`config.mk`:
```
export PLATFORM = sky130hd
export DESIGN_NAME = pipeline_ctrl
export DESIGN_NICKNAME = d
export VERILOG_FILES = /design/src/rtl/pipeline_ctrl_pkg.sv /design/src/rtl/pipeline_ctrl_hazard_detect.sv /design/src/rtl/pipeline_ctrl.sv
export SDC_FILE = /design/constraint.sdc
export NUM_CORES = 1
export LEC_CHECK = 0
export CAP_MARGIN = 30
export CORE_MARGIN = 1.5
export CORE_UTILIZATION = 47
export DETAILED_ROUTE_END_ITERATION = 8
export PLACE_DENSITY = 0.85
export SETUP_SLACK_MARGIN = 0.15
export SLEW_MARGIN = 5
export SYNTH_ARGS = -nofsm -noshare
export SYNTH_HDL_FRONTEND = slang
export SYNTH_SLANG_ARGS = --single-unit
```
`constraint.sdc`:
```
create_clock -name clk -period 3.95 [get_ports clk]
set_clock_uncertainty 0.15 [all_clocks]
set_input_delay 0.5925 -clock clk [delete_from_list [all_inputs] [get_ports clk]]
set_output_delay 0.5925 -clock clk [all_outputs]
set_load 0.03 [all_outputs]
```
`src/rtl/pipeline_ctrl_pkg.sv`:
```
// Shared types for the pipeline hazard/sequencing controller.
// The state enum is also exported on the debug port so checkers can bind to it.
package pipeline_ctrl_pkg;

    typedef enum logic [1:0] {
        RUN      = 2'd0,
        DRAIN    = 2'd1,
        REDIRECT = 2'd2
    } ctrl_state_t;

    // Stage control bundle for datapath wiring.
    typedef struct packed {
        logic hold_if;
        logic hold_id;
        logic hold_ex;
        logic hold_mem;
        logic flush_id;
        logic flush_ex;
        logic bubble_wb;
    } haz_ctrl_t;

    function automatic logic any_hold(input haz_ctrl_t c);
        return c.hold_if | c.hold_id | c.hold_ex | c.hold_mem;
    endfunction

endpackage

```
`src/rtl/pipeline_ctrl_hazard_detect.sv`:
```
// Load-use comparator: flags a decode operand that depends on a load sitting in EX.
// x0 is never a real dependency, so ex_rd == 0 cannot stall.
module pipeline_ctrl_hazard_detect (
    input  logic       id_valid,
    input  logic       id_use_rs1,
    input  logic       id_use_rs2,
    input  logic [4:0] id_rs1,
    input  logic [4:0] id_rs2,
    input  logic       ex_valid,
    input  logic       ex_is_load,
    input  logic [4:0] ex_rd,
    output logic       load_use_o
);

    logic rs1_hit;
    logic rs2_hit;

    assign rs1_hit    = id_use_rs1 && (id_rs1 == ex_rd);
    assign rs2_hit    = id_use_rs2 && (id_rs2 == ex_rd);
    assign load_use_o = id_valid && ex_valid && ex_is_load && (ex_rd != 5'd0)
                        && (rs1_hit || rs2_hit);

endmodule

```
`src/rtl/pipeline_ctrl.sv`:
```
// Hazard and sequencing controller for the five-stage pipeline: dbus wait stalls,
// branch/jump redirects (draining an in-flight fetch first) and load-use stalls.
import pipeline_ctrl_pkg::*;

module pipeline_ctrl #(
    parameter int XLEN  = 64,
    parameter int CNT_W = 32
) (
    input  logic             clk,
    input  logic             rst,
    input  logic             id_valid,
    input  logic             id_use_rs1,
    input  logic             id_use_rs2,
    input  logic [4:0]       id_rs1,
    input  logic [4:0]       id_rs2,
    input  logic             ex_valid,
    input  logic             ex_is_load,
    input  logic [4:0]       ex_rd,
    input  logic             ex_redirect,
    input  logic [XLEN-1:0]  ex_target,
    input  logic             ibus_inflight,
    input  logic             ibus_data_ok,
    input  logic             dbus_busy,
    output logic             hold_if,
    output logic             hold_id,
    output logic             hold_ex,
    output logic             hold_mem,
    output logic             flush_id,
    output logic             flush_ex,
    output logic             bubble_wb,
    output logic             fetch_kill,
    output logic             pc_load,
    output logic [XLEN-1:0]  pc_target,
    output logic [CNT_W-1:0] stall_cnt,
    output logic [CNT_W-1:0] redirect_cnt,
    output ctrl_state_t      dbg_state_o
);

    localparam logic [CNT_W-1:0] CNT_ONE = {{(CNT_W-1){1'b0}}, 1'b1};
    localparam logic [CNT_W-1:0] CNT_MAX = {CNT_W{1'b1}};

    ctrl_state_t      state_q, state_d;
    logic [XLEN-1:0]  target_q, target_d;
    logic [CNT_W-1:0] stall_cnt_q;
    logic [CNT_W-1:0] redirect_cnt_q;

    haz_ctrl_t ctrl;
    logic      load_use;
    logic      redir_acc;
    logic      fetch_kill_c;
    logic      pc_load_c;

    pipeline_ctrl_hazard_detect u_hazard_detect (
        .id_valid   (id_valid),
        .id_use_rs1 (id_use_rs1),
        .id_use_rs2 (id_use_rs2),
        .id_rs1     (id_rs1),
        .id_rs2     (id_rs2),
        .ex_valid   (ex_valid),
        .ex_is_load (ex_is_load),
        .ex_rd      (ex_rd),
        .load_use_o (load_use)
    );

    // Priority: dbus wait freezes everything, then redirect, then load-use.
    always_comb begin
        ctrl         = '0;
        fetch_kill_c = 1'b0;
        pc_load_c    = 1'b0;
        redir_acc    = 1'b0;
        state_d      = state_q;
        target_d     = target_q;
        if (dbus_busy) begin
            ctrl.hold_if   = 1'b1;
            ctrl.hold_id   = 1'b1;
            ctrl.hold_ex   = 1'b1;
            ctrl.hold_mem  = 1'b1;
            ctrl.bubble_wb = 1'b1;
        end else begin
            case (state_q)
                RUN: begin
                    if (ex_redirect && ex_valid) begin
                        redir_acc     = 1'b1;
                        target_d      = ex_target;
                        ctrl.flush_id = 1'b1;
                        ctrl.flush_ex = 1'b1;
                        fetch_kill_c  = ibus_data_ok;
                        state_d       = (ibus_inflight && !ibus_data_ok) ? DRAIN : REDIRECT;
                    end else if (load_use) begin
                        ctrl.hold_if  = 1'b1;
                        ctrl.hold_id  = 1'b1;
                        ctrl.flush_ex = 1'b1;
                    end
                end
                DRAIN: begin
                    ctrl.flush_id = 1'b1;
                    if (ex_redirect && ex_valid) begin
                        redir_acc     = 1'b1;
                        target_d      = ex_target;
                        ctrl.flush_ex = 1'b1;
                    end
                    if (ibus_data_ok) begin
                        fetch_kill_c = 1'b1;
                        state_d      = REDIRECT;
                    end
                end
                REDIRECT: begin
                    pc_load_c     = 1'b1;
                    ctrl.flush_id = 1'b1;
                    state_d       = RUN;
                end
                default: state_d = RUN;
            endcase
        end
    end

    always_ff @(posedge clk or negedge rst) begin
        if (!rst) begin
            state_q        <= RUN;
            target_q       <= '0;
            stall_cnt_q    <= '0;
            redirect_cnt_q <= '0;
        end else begin
            state_q  <= state_d;
            target_q <= target_d;
            if (any_hold(ctrl) && (stall_cnt_q != CNT_MAX))
                stall_cnt_q <= stall_cnt_q + CNT_ONE;
            if (redir_acc && (redirect_cnt_q != CNT_MAX))
                redirect_cnt_q <= redirect_cnt_q + CNT_ONE;
        end
    end

    assign hold_if      = ctrl.hold_if;
    assign hold_id      = ctrl.hold_id;
    assign hold_ex      = ctrl.hold_ex;
    assign hold_mem     = ctrl.hold_mem;
    assign flush_id     = ctrl.flush_id;
    assign flush_ex     = ctrl.flush_ex;
    assign bubble_wb    = ctrl.bubble_wb;
    assign fetch_kill   = fetch_kill_c;
    assign pc_load      = pc_load_c;
    assign pc_target    = target_q;
    assign stall_cnt    = stall_cnt_q;
    assign redirect_cnt = redirect_cnt_q;
    assign dbg_state_o  = state_q;

endmodule

```
* Word level (Yosys, flattened, before mapping)
Cells that the tools add are included.
** Storage, ports and cells
- Bits in registers :: 130
- Latch bits :: 0
- Bits in writable memories :: 0
- ROM bits :: 0
- Logic and storage cells :: 60
- Memories kept :: 0
** Operators by class
- $add $sub $neg :: 2
- Multipliers :: 0
- Div/mod/pow operators :: 0
- Order comparisons :: 0
- Equality and inequality tests :: 8
- Shifts and indexed selects :: 0
- Multiplexer cells :: 24
- Bitwise logic cells :: 4
- Reduce and logical (&&, ||, !) cells :: 18
** Operators with widths (count)
- $add 32x1->32 const B :: 2
- $ne 32x32->1 const B :: 2
- $mux 2 :: 9
- $mux 1 :: 11
- $eq 5x5->1 :: 2
- $logic_and 1x1->1 :: 10
- $pmux 1 s2 :: 3
- $reduce_and 3->1 :: 2
- $reduce_bool 5->1 :: 1
- $ne 2x2->1 const B :: 2
- $pmux 2 s2 :: 1
- $reduce_or 2->1 :: 2
- $or 1x1->1 :: 3
- $eq 2x1->1 const B :: 1
- $eq 2x2->1 const B :: 1
- $logic_not 2->1 :: 1
- $logic_not 1->1 :: 1
- $logic_or 1x1->1 :: 1
- $not 1->1 :: 1

* Logic depth before layout (Yosys ltp)
- Word-level depth :: 12
- Gate-level depth with buffers :: 9
- Mapped depth without buffers :: 8

* By module
A second synthesis with hierarchy kept.
** Second synthesis, totals
- Cell total of the unflattened synthesis :: 474
- Area, all modules :: 5853.1 sq um
** By module, submodules not included
- pipeline_ctrl :: instances 1, cells an instance 457, area each 5721.7 sq um, sequential area each 3253.1 sq um
- pipeline_ctrl_hazard_detect :: instances 1, cells an instance 17, area each 131.4 sq um, sequential area each 0.0 sq um

* Worst setup path before layout
OpenSTA, ideal clock, no wires.
- Path kind :: register to output
- From :: reg state_q[1], in the netlist dbg_state_o[1]
- To :: out hold_if
- Arrival :: 1997 ps
- Data required time :: 3207 ps
- Setup slack :: 1210 ps
- Stages on the path, launching flop included :: 10
- Cell sequence :: dfrtp_1 inv_1 ha_1 nand4_1 a21oi_1 a21o_1 nand2_1 buf_2 inv_1 buf_4
** On the way
- Cells in the longest elaborated chain, start to end :: 3
** Ends and longest elaborated chain
- start: declaration :: RTL line pipeline_ctrl.sv:42 : ctrl_state_t state_q, state_d;
- start signal: assignment :: RTL line pipeline_ctrl.sv:124 : state_q <= state_d;
- $logic_not 2->1 :: RTL line pipeline_ctrl.sv:80 : case (state_q)
- $mux 2 :: RTL line pipeline_ctrl.sv:80
- $mux 2 :: RTL line pipeline_ctrl.sv:73 : if (dbus_busy) begin
- end: declaration :: RTL line pipeline_ctrl.sv:24 : output logic hold_if,
No other way between the ends.

* Final worst setup path
- From :: in ex_rd[1]
- To :: out hold_id
** On the way
- Cells in the longest elaborated chain, start to end :: 8
- Elaborated cells between the ends (all ways) :: 12
** Ends and longest elaborated chain
- start: declaration :: RTL line pipeline_ctrl.sv:18 : input logic [4:0] ex_rd,
- $eq 5x5->1, on equally long branches :: RTL line pipeline_ctrl_hazard_detect.sv:18, pipeline_ctrl_hazard_detect.sv:19
- $logic_and 1x1->1, on equally long branches :: RTL line pipeline_ctrl_hazard_detect.sv:18, pipeline_ctrl_hazard_detect.sv:19
- $logic_or 1x1->1 :: RTL line pipeline_ctrl_hazard_detect.sv:21 : && (rs1_hit || rs2_hit);
- $logic_and 1x1->1 (*) :: RTL line pipeline_ctrl_hazard_detect.sv:21
- $mux 2 (*) :: RTL line pipeline_ctrl.sv:89 : end else if (load_use) begin
- $mux 2 (*) :: RTL line pipeline_ctrl.sv:82 : if (ex_redirect && ex_valid) begin
- $mux 2 (*) :: RTL line pipeline_ctrl.sv:80
- $mux 2 (*) :: RTL line pipeline_ctrl.sv:73
- end: declaration :: RTL line pipeline_ctrl.sv:25 : output logic hold_id,
Every way passes the cells marked *; elsewhere a longest branch is shown, timed or not.

==> impl_metrics.toml <==
[run_status]
status = "finished, final reports clean"

[clock_network]
root_buffer = "clkbuf_16"
cts_hold_buf = 0
clk-insertion-delay-late_ns = 0.41
clock_path_buffers = 2
numClockSinks = 130
post_cts_buffers = 0
tritoncts = "built"
h-tree-depth = 4
cts_resized = 0
numCtsBuffers = 17
clk_pin_slew_ns = 0.06

[die]
die_x_um = 115
initial_utilization_pct = 48.4
rows = 40
io_pins = 229
coreArea_um2 = 12100
die_area_um2 = 13200
die_y_um = 115

[setup_path]
cp-end-kind = "output port"
timing.critical_path.arrival_ns = 2.62
critical_path_class = "in -> out"
cpMostUsedCell = "clkdlybuf4s50_1"
cpPeakStageDelay_ns = 0.68
crit_fanout = 3
worstSetupStartpointType = "primary input"
cp_cell_sequence = "clkdlybuf4s50_1 > xnor2_1 > nand4_1 > o221ai_2 > nand2_1 > inv_1 > clkdlybuf4s50_1"
critPathSlowestCell = "clkdlybuf4s50_1"
cp.required_ns = 3.21

[sta]
tightestPinTransition_ns = 0.872
min_period_ns = 3.37
clock.fmax_mhz = 297
final.setup.tns_ns = 0
finalHoldViolCount = 0
slew-limit-headroom_pct = 41.8
rsz0062_at_grt = "false"
finalWorstSetupSlack_ns = 0.583
finalSetupViolations = 0
fin_crit_sh_pct = 85.3
report.final.slew_viol_count = 0

[place]
post-place-ws_ns = 0.554
dp_hpwl_um = 10900
io_buffers = 228
place_area_um2 = 8290
dpl.cell_count = 862
place_congestion = 0.806

[routing]
drt-pass1-iter-count = 4
vias_per_cell = 5.10
initialDrtViolationCount = 237
route.detailed.drc = 0
vias = 4559
ant_nets = 0
routed_wl_um = 15200
wl_per_cell_um = 17.0

[grt]
grt_max_degree = 71
grt_pass1_wl_um = 24400
globalRouteTotalUtil_pct = 23.9
overflow = 0
grt_pass1_vias = 4858
antenna_found_initial = 0

[cells_and_area]
area_delta_synth_final_pct = 51.9
finalNetCount = 809
final_cells = 894
num_antenna_cells = 0
design_area_um2 = 8910
drive_above_1_share_pct = 16.1

[logic_synthesis]
synthCells = 481
syn_area_um2 = 5870
yosysSeqAreaShare_pct = 55.5
ys_warn_count = 0
yosys.area.top_type_share_pct = 55.5
ys_ff_latch = 130
avgSynthCellArea_um2 = 12.2
yosys.area.top_type = "dfrtp_1"
synth_fp_nets = 577
synthTopCellsByArea = "dfrtp_1 55%, mux2_2 12%, xor2_1 6.0%"
ys_types = 43

[power_and_ir_drop]
vdd_ir_drop_max_v = 0.000613
powerDensity_nw_per_um2 = 679
p_leak_nw = 3.89

[run]
max_cap_viol_count = 0

[worst_hold_path]
holdCritPathClass = "in -> async"
-- registers in the layout, summed over array words and instances (netlist names) --
name          cells
dbg_state_o       2
stall_cnt        32
redirect_cnt     32
pc_target        64
-- synth_stat cells (all sizes together) --
master,n
dfrtp,130
mux2,67
xor2,40
nand2,33
xnor2,30
nor2,29
nor3,23
nand3,20
nand4,20
and3,14
buf,13
inv,13
and4,7
clkbuf,6
ha,6
nor4,5
a21oi,3
nor2b,3
a31oi,2
and2,2
nor3b,2
or3,2
a211oi,1
a21o,1
a22oi,1
a31o,1
a32o,1
nand2b,1
nand4b,1
o21ai,1
o21bai,1
o221ai,1
o22ai,1
-- cell usage in the layout, fill, tap and decap left out, drive strengths merged, types with 4 or more instances in the layout --
master / instances
nand2: 33
nand4: 20
and4: 7
nor2: 29
nand3: 20
nor4: 5
clkdlybuf4s50: 227
mux2: 67
xor2: 40
buf: 5
nor3: 23
inv: 13
clkinv: 5
dfrtp: 130
and3: 14
xnor2: 30
clkinvlp: 4
clkbuf: 20
ha: 6
-- area by class of cell --
cell class | instances | area, um^2
Multi-Input combinational cell | 319 | 2450
Tap cell | 168 | 210
Timing Repair Buffer | 232 | 2320
Inverter | 13 | 48.8
Fill cell | 837 | 3200
Clock buffer | 20 | 467
Clock inverter | 12 | 156
Sequential cell | 130 | 3250
-- layer usage --
layer | global-route usage [%] | vias up | wire (um)
li1 | - | 2131 | -
met1 | 27.9 | 2238 | 5970
met2 | 41.4 | 163 | 7830
met3 | 7.57 | 27 | 1040
met4 | 9.22 | 0 | 399
met5 | 0 | - | 0
-- logic make-up (layout without fill, tap and decap cells) --
group,after synthesis,after routing,share of synthesized area [%]
flops,130,130,55.5
fa+ha+maj,6,6,1.28
compound gates,14,14,1.83
simple gates,162,162,15.3
mux,67,67,12.9
buf+inv,32,277,2.75
xor+xnor,70,70,10.5
-- critical path, delay by kind of cell --
family / cells / cell delay [ns]
buf+inv: 3 / 1.33
compound gates: 1 / 0.26
xor+xnor: 1 / 0.14
simple gates: 2 / 0.29
-- worst paths after layout --
path	start	endpoint	slack, ns	depth (start not counted)
worst max-delay path	ex_rd[1]	hold_id	0.58	7
worst min-delay path	rst	pc_target[63]$_DFFE_PN0P_	0.16	1
worst max register to register	dbg_state_o[0]$_DFFE_PN0P_	pc_target[40]$_DFFE_PN0P_	1.27	7
worst min register to register	redirect_cnt[5]$_DFFE_PN0P_	redirect_cnt[5]$_DFFE_PN0P_	0.35	1
max in group asynchronous	rst	stall_cnt[30]$_DFFE_PN0P_	2.66	2
min in group clk	redirect_cnt[5]$_DFFE_PN0P_	redirect_cnt[5]$_DFFE_PN0P_	0.35	1
-- stage by stage --
stage | power, mW | util (%) | hold WS [ns]
6_report | 6.05 | 73.6 | 0.163
5_1_grt | 6.31 | 73.6 | 0.241
4_1_cts | 6.10 | 73.6 | 0.185
3_5_place_dp | 4.43 | 68.4 | 0.335
3_3_place_gp | 4.37 | 68.4 | 0.324
2_1_floorplan | 3.31 | - | 0.147
-- power by group --
part / switching [mW] / total [mW] / internal [mW] / leakage (nW)
clock network: 0.594 / 1.64 / 1.04 / 0.294
registers: 0.269 / 2.00 / 1.73 / 1.63
logic: 1.31 / 2.42 / 1.10 / 1.96
total: 2.18 / 6.05 / 3.88 / 3.89
Note: power is estimated with default switching activity, not from simulation.
